--- src/rtl/serial_add_pkg.sv ---
// Shared definitions for the bit-serial adder controller: FSM states and timing constants.
package serial_add_pkg;

  localparam int DEFAULT_WIDTH = 8;
  // Cycles spent per operand bit: DRIVE, WAIT, CAPTURE.
  localparam int BIT_CYCLES    = 3;

  typedef enum logic [2:0] {
    IDLE,
    DRIVE,
    WAIT,
    CAPTURE,
    DONE
  } state_t;

endpackage

--- src/rtl/serial_add_ctrl_if.sv ---
// Request/result bus and the 1-bit full-adder link of the serial adder controller.
interface serial_add_ctrl_if #(
  parameter int WIDTH = serial_add_pkg::DEFAULT_WIDTH
);

  // Handshake: a request transfers on a rising CLK edge where start && ready;
  // op_a, op_b and cin_init are sampled on that same edge. done is a one-cycle
  // pulse during which sum/cout are valid; they then hold until the next done.
  logic             start;
  logic             ready;
  logic [WIDTH-1:0] op_a;
  logic [WIDTH-1:0] op_b;
  logic             cin_init;
  logic [WIDTH-1:0] sum;
  logic             cout;
  logic             done;

  logic             fa_a;
  logic             fa_b;
  logic             fa_cin;
  logic             fa_s;
  logic             fa_cout;

  modport slave (
    input  start, op_a, op_b, cin_init, fa_s, fa_cout,
    output ready, sum, cout, done, fa_a, fa_b, fa_cin
  );

  modport master (
    output start, op_a, op_b, cin_init, fa_s, fa_cout,
    input  ready, sum, cout, done, fa_a, fa_b, fa_cin
  );

endinterface

--- src/rtl/serial_add_shifter.sv ---
// Operand shift registers (LSB presented to the adder) and the result shift register.
module serial_add_shifter #(
  parameter int WIDTH = 8
) (
  input  logic             CLK,
  input  logic             RST,
  input  logic             load_i,
  input  logic             shift_i,
  input  logic [WIDTH-1:0] op_a_i,
  input  logic [WIDTH-1:0] op_b_i,
  input  logic             res_bit_i,
  output logic             a_lsb_o,
  output logic             b_lsb_o,
  output logic [WIDTH-1:0] res_o
);

  logic [WIDTH-1:0] a_sh_q, a_sh_d;
  logic [WIDTH-1:0] b_sh_q, b_sh_d;
  // Only WIDTH-1 earlier bits are stored; res_o appends the bit being captured now.
  logic [WIDTH-2:0] res_sh_q, res_sh_d;

  assign res_o = {res_bit_i, res_sh_q};

  always_comb begin
    a_sh_d   = a_sh_q;
    b_sh_d   = b_sh_q;
    res_sh_d = res_sh_q;
    if (load_i) begin
      a_sh_d   = op_a_i;
      b_sh_d   = op_b_i;
      res_sh_d = '0;
    end else if (shift_i) begin
      a_sh_d   = {1'b0, a_sh_q[WIDTH-1:1]};
      b_sh_d   = {1'b0, b_sh_q[WIDTH-1:1]};
      res_sh_d = res_o[WIDTH-1:1];
    end
  end

  always_ff @(posedge CLK) begin
    if (RST) begin
      a_sh_q   <= '0;
      b_sh_q   <= '0;
      res_sh_q <= '0;
    end else begin
      a_sh_q   <= a_sh_d;
      b_sh_q   <= b_sh_d;
      res_sh_q <= res_sh_d;
    end
  end

  assign a_lsb_o = a_sh_q[0];
  assign b_lsb_o = b_sh_q[0];

endmodule

--- src/rtl/serial_add_ctrl.sv ---
// Bit-serial add controller: feeds one operand bit per 3 cycles to an external
// registered full adder (2-cycle latency) and assembles the result word.
module serial_add_ctrl
  import serial_add_pkg::*;
#(
  parameter int WIDTH = DEFAULT_WIDTH
) (
  input  logic             CLK,
  input  logic             RST,
  serial_add_ctrl_if.slave bus,
  output state_t           state_dbg_o
);

  localparam int CNT_W = $clog2(WIDTH);

  state_t           state_q, state_d;
  logic [CNT_W-1:0] cnt_q;
  logic             carry_q;
  logic [WIDTH-1:0] sum_q;
  logic             cout_q;
  logic             done_q;

  logic             load;
  logic             shift;
  logic             last_bit;
  logic             a_lsb;
  logic             b_lsb;
  logic [WIDTH-1:0] res_word;

  serial_add_shifter #(.WIDTH(WIDTH)) u_shifter (
    .CLK       (CLK),
    .RST       (RST),
    .load_i    (load),
    .shift_i   (shift),
    .op_a_i    (bus.op_a),
    .op_b_i    (bus.op_b),
    .res_bit_i (bus.fa_s),
    .a_lsb_o   (a_lsb),
    .b_lsb_o   (b_lsb),
    .res_o     (res_word)
  );

  assign last_bit = (cnt_q == CNT_W'(WIDTH - 1));

  always_comb begin
    state_d = state_q;
    load    = 1'b0;
    shift   = 1'b0;
    case (state_q)
      IDLE: begin
        if (bus.start) begin
          load    = 1'b1;
          state_d = DRIVE;
        end
      end
      DRIVE:   state_d = WAIT;
      WAIT:    state_d = CAPTURE;
      CAPTURE: begin
        shift   = 1'b1;
        state_d = last_bit ? DONE : DRIVE;
      end
      DONE:    state_d = IDLE;
      default: state_d = IDLE;
    endcase
  end

  always_ff @(posedge CLK) begin
    if (RST) begin
      state_q <= IDLE;
      cnt_q   <= '0;
      carry_q <= 1'b0;
      sum_q   <= '0;
      cout_q  <= 1'b0;
      done_q  <= 1'b0;
    end else begin
      state_q <= state_d;
      done_q  <= shift && last_bit;
      if (load) begin
        carry_q <= bus.cin_init;
        cnt_q   <= '0;
      end else if (shift) begin
        carry_q <= bus.fa_cout;
        // Counter parks at WIDTH-1 on the final bit instead of wrapping.
        if (!last_bit) begin
          cnt_q <= cnt_q + CNT_W'(1);
        end else begin
          sum_q  <= res_word;
          cout_q <= bus.fa_cout;
        end
      end
    end
  end

  // Shift-register LSBs and the carry register are already flops, so the
  // adder drives are registered and stay put from DRIVE through CAPTURE.
  assign bus.fa_a    = a_lsb;
  assign bus.fa_b    = b_lsb;
  assign bus.fa_cin  = carry_q;
  assign bus.ready   = (state_q == IDLE);
  assign bus.sum     = sum_q;
  assign bus.cout    = cout_q;
  assign bus.done    = done_q;
  assign state_dbg_o = state_q;

endmodule

--- src/flat_wrapper.sv ---
// flat-port wrapper written by rule: the top's interface ports become plain ports
module serial_add_ctrl_flat import serial_add_pkg::*;
#(
  parameter int WIDTH = DEFAULT_WIDTH
)
  (CLK, RST, state_dbg_o, bus_start, bus_op_a, bus_op_b, bus_cin_init, bus_fa_s, bus_fa_cout, bus_ready, bus_sum, bus_cout, bus_done, bus_fa_a, bus_fa_b, bus_fa_cin);
  serial_add_ctrl_if #(.WIDTH(WIDTH)) bus_i ();
  input  logic CLK;
  input  logic RST;
  output state_t state_dbg_o;
  input wire logic [$bits(bus_i.start)-1:0] bus_start;
  input wire logic [$bits(bus_i.op_a)-1:0] bus_op_a;
  input wire logic [$bits(bus_i.op_b)-1:0] bus_op_b;
  input wire logic [$bits(bus_i.cin_init)-1:0] bus_cin_init;
  input wire logic [$bits(bus_i.fa_s)-1:0] bus_fa_s;
  input wire logic [$bits(bus_i.fa_cout)-1:0] bus_fa_cout;
  output wire logic [$bits(bus_i.ready)-1:0] bus_ready;
  output wire logic [$bits(bus_i.sum)-1:0] bus_sum;
  output wire logic [$bits(bus_i.cout)-1:0] bus_cout;
  output wire logic [$bits(bus_i.done)-1:0] bus_done;
  output wire logic [$bits(bus_i.fa_a)-1:0] bus_fa_a;
  output wire logic [$bits(bus_i.fa_b)-1:0] bus_fa_b;
  output wire logic [$bits(bus_i.fa_cin)-1:0] bus_fa_cin;
  assign bus_i.start = bus_start;
  assign bus_i.op_a = bus_op_a;
  assign bus_i.op_b = bus_op_b;
  assign bus_i.cin_init = bus_cin_init;
  assign bus_i.fa_s = bus_fa_s;
  assign bus_i.fa_cout = bus_fa_cout;
  assign bus_ready = bus_i.ready;
  assign bus_sum = bus_i.sum;
  assign bus_cout = bus_i.cout;
  assign bus_done = bus_i.done;
  assign bus_fa_a = bus_i.fa_a;
  assign bus_fa_b = bus_i.fa_b;
  assign bus_fa_cin = bus_i.fa_cin;
  serial_add_ctrl #(.WIDTH(WIDTH)) u_core (.CLK(CLK), .RST(RST), .bus(bus_i), .state_dbg_o(state_dbg_o));
endmodule
--- config.mk ---
export PLATFORM = sky130hd
export DESIGN_NAME = serial_add_ctrl_flat
export DESIGN_NICKNAME = d
export VERILOG_FILES = /design/src/rtl/serial_add_pkg.sv /design/src/rtl/serial_add_ctrl_if.sv /design/src/rtl/serial_add_shifter.sv /design/src/rtl/serial_add_ctrl.sv /design/src/flat_wrapper.sv
export SDC_FILE = /design/constraint.sdc
export NUM_CORES = 1
export LEC_CHECK = 0
export BUFFER_PORTS_ARGS = -buffer_cell sky130_fd_sc_hd__buf_2
export CORE_ASPECT_RATIO = 1.25
export CORE_MARGIN = 5
export CORE_UTILIZATION = 55
export CTS_CLUSTER_SIZE = 30
export DETAILED_ROUTE_END_ITERATION = 8
export MAX_ROUTING_LAYER = met4
export PLACE_DENSITY = 0.81
export SLEW_MARGIN = 20
export SYNTH_ARGS = -nofsm -noshare
export SYNTH_HDL_FRONTEND = slang
export SYNTH_SLANG_ARGS = --single-unit
--- constraint.sdc ---
create_clock -name CLK -period 2.6 [get_ports CLK]
set_input_delay 0.52 -clock CLK [delete_from_list [all_inputs] [get_ports CLK]]
set_output_delay 0.52 -clock CLK [all_outputs]
set_load 0.01 [all_outputs]
==> reports/qor.csv <==
metric;value;unit
Max Cap Viol;0;
DP Wirelength;2500;um
antenna violations before repair;0;
H-tree Lvls;2;
critical path data required time;2.82;ns
Root Driver;clkbuf_4;
n_diodes;0;
pin count of the biggest net entering global routing;26;
r2r endpoint;u_core.u_shifter.b_sh_q[2]$_SDFFE_PP0P_;
layout cells sized above 1;0.279;
CP top delay family;simple AND/OR/NAND/NOR gates;
CP Class;flip-flop to flip-flop;
starting density of the core;0.576;
register area share after synthesis;0.468;
run status;complete, no violations;
Final nets;256;
vias in the first global route;1439;
adder-cell share of the synthesized area;0.0146;
R2R Setup Slk;0.71;ns
drc violations;0;
CP max FO;23;
Reg power frac;0.514;
vias per cell;5.38;
total clock buffers created by CTS;5;
Post-Place Cells;261;
Worst Tran Pin Value;0.573;ns
Setup Skew;0.00709;ns
design internal power;0.000988;W
Post-synth EDFFs;0;
Max-slew headroom;0.613;
CTS Buffer Depth;2;
HP Class;input port to flip-flop;
total wire length;3540;um
R2R depth;4;
Avg WL per Cell;13.1;um
Die Ht;72.4;um
gpl congestion;0.744;
Final Max Slew Viols;0;
sink of the worst hold path;u_core.bus.sum[7]$_SDFFE_PP0P_;
grt total ovfl;0;
Pwr Density;689;nW/um^2
CP max stage cell;or4b_1;
GRT Resource Usage Total;0.184;
Cell Area, Synth;1710;um^2
endpoint type of the worst setup path;flip-flop;
via count;1446;
flop and latch count out of synthesis;40;
Final Hold Viols;0;
Synth top cells by count;64 x nand2_1, 40 x dfxtp_1, 20 x a21oi_1, 19 x nor2_1, 14 x a311oi_2;
antenna viol nets, final;0;
Syn. warnings;0;
row count;22;
mux cell area share after synthesis;0;
reg2reg start;u_core.state_dbg_o[1]$_SDFFE_PP0P_;
DIE WIDTH;59.9;um
CP arrival;2.11;ns
first-pass GRT wire length;5950;um
synthesized area per cell;8.56;um^2
Sw Ratio;0.275;
Place WS;0.628;ns
Synth Area in Compound Gates;0.197;
main combinational cell family by area after synthesis;simple AND/OR/NAND/NOR gates;
ys async rst share;0;
dominant synthesized flop cell;dfxtp_1;
final setup margin;0.710;ns
period utilisation layout;0.727;
TritonCTS clock tree;built;
slowest stage delay, CP;0.76;ns
share of the synthesized area in the top cell type;0.468;
most common cell in the netlist;nand2_1;
simple-gate area share of the yosys netlist;0.255;
Core Footprint;2970;um^2
post-synth top area cell;dfxtp_1;
setup bufs post-CTS;0;
Layout area overhead;15.5;%
P_sw;0.000375;W
fmax;529;MHz
PortBufs;38;
die area;4330;um^2
number of cells upsized or downsized after cts;0;
CTS sink count;40;
Synth area leaders;dfxtp_1 47%, nand2_1 14%, a311oi_2 12%, a21oi_1 5.8%, nor2_1 4.2%;
endpoints failing setup;0;
WHS Path Cells;3;
logic gate share of total power;0.166;
clock share of power;0.321;
cell leakage power;0.772;nW
syn nets;224;
Util after Layout;0.665;
Hold WS;0.397;ns
final worst path period need;1.89;ns
synth unique cells;25;
Finished Layout Cells;269;
hold buffers post-CTS;0;
Pre-antenna DRT Iters;4;
cell count after synthesis;200;
I/O pins;39;
RSZ-0062 raised after global routing;false;
Buf/Inv on CP;1;
clk slew on worst S/H paths;0.12;ns
clk_lat worst skew;0.35;ns
Startpoint Class;flip-flop;
hold_sp;bus_fa_s;
CP cell instances;or4b_1 -> buf_4 -> nor2_1 -> a311oi_2;
initial DRC count;79;
worst vdd ir;0.620;mV
Synth Area in XOR/XNOR;0.0102;
TNS Setup;0;ns
## through the flow
stage	area [um^2]	total power, W
after floorplan	1710	0.000888
after global placement	1890	0.000934
after detailed placement	1890	0.000942
after CTS	1980	0.00138
after global routing	1980	0.00143
final	1980	0.00136
## metal layers
metal / wire [um] / track usage / vias to the layer above
li1: - / - / 738
met1: 1430 / 0.209 / 664
met2: 1800 / 0.297 / 35
met3: 214 / 0.0409 / 9
met4: 95 / 0.0936 / 0
met5: 0 / - / -
## layout make-up
class,count,area [um^2]
Clock buffer,6,51.3
Tap cell,36,45.0
Inverter,1,3.75
Fill cell,277,996
Sequential cell,40,801
Timing Repair Buffer,42,220
Multi-Input combinational cell,142,817
Clock inverter,2,38.8
## kinds of logic after synthesis
kind of cell | count (synthesis)
buffers and inverters | 18
adders and majority gates | 2
AOI/OAI and AO/OA | 38
xor gates and xnor gates | 2
and+or+nand+nor | 100
DFF | 40
## placed cells by master (no fill, tap or decap), drive strengths merged
master and instances:
a2111oi 1, or4b 1, and3b 1, a21oi 20, xnor2 2, a2bb2oi 1, dfxtp 40, nor2 19
nand3 2, nand3b 1, and4bb 1, and4b 2, a311oi 14, ha 2, clkinv 1, buf 42
nand2b 2, nor4b 1, nand4b 1, clkbuf 6, o21ai 2, nor3 4, inv 1, nor2b 1
bufinv 1, nand2 64
## power by group through the flow
stage	clock, W	sequential [W]	combinational, W
final	0.000437	0.000700	0.000226
after global routing	0.000476	0.000707	0.000252
after global placement	0	0.000713	0.000221
after floorplan	0	0.000701	0.000187
after detailed placement	0	0.000713	0.000229
after CTS	0.000446	0.000700	0.000230
## flip-flops by register name, summed over array words and instances, names as in the netlist, 3 cells and up
| signal | cells |
|---|---|
| u_core.u_shifter.a_sh_q | 8 |
| u_core.cnt_q | 3 |
| u_core.u_shifter.b_sh_q | 8 |
| u_core.u_shifter.res_sh_q | 7 |
| u_core.state_dbg_o | 3 |
| u_core.bus.sum | 8 |
## worst reg2reg max path, cell delays in order (launching register included)
cell and delay (ns):
dfxtp_1 0.45, or4b_1 0.76, buf_4 0.32, nor2_1 0.17, a311oi_2 0.07
## worst max-delay path by stage
stage                                  startpoint  depth (start not counted)  slack [ns]                                      end
5_1_grt        u_core.state_dbg_o[1]$_SDFFE_PP0P_                          4        0.60  u_core.u_shifter.a_sh_q[5]$_SDFFE_PP0P_
6_report       u_core.state_dbg_o[1]$_SDFFE_PP0P_                          4        0.71  u_core.u_shifter.b_sh_q[2]$_SDFFE_PP0P_
4_1_cts        u_core.state_dbg_o[1]$_SDFFE_PP0P_                          4        0.70  u_core.u_shifter.b_sh_q[2]$_SDFFE_PP0P_
2_1_floorplan                           bus_start                          5        1.05           u_core.bus.fa_cin$_SDFFE_PP0P_
3_5_place_dp                            bus_start                          5        0.63  u_core.u_shifter.b_sh_q[2]$_SDFFE_PP0P_
3_3_place_gp                            bus_start                          5        0.69  u_core.u_shifter.b_sh_q[4]$_SDFFE_PP0P_
Note: power is estimated with default switching activity, not from simulation.
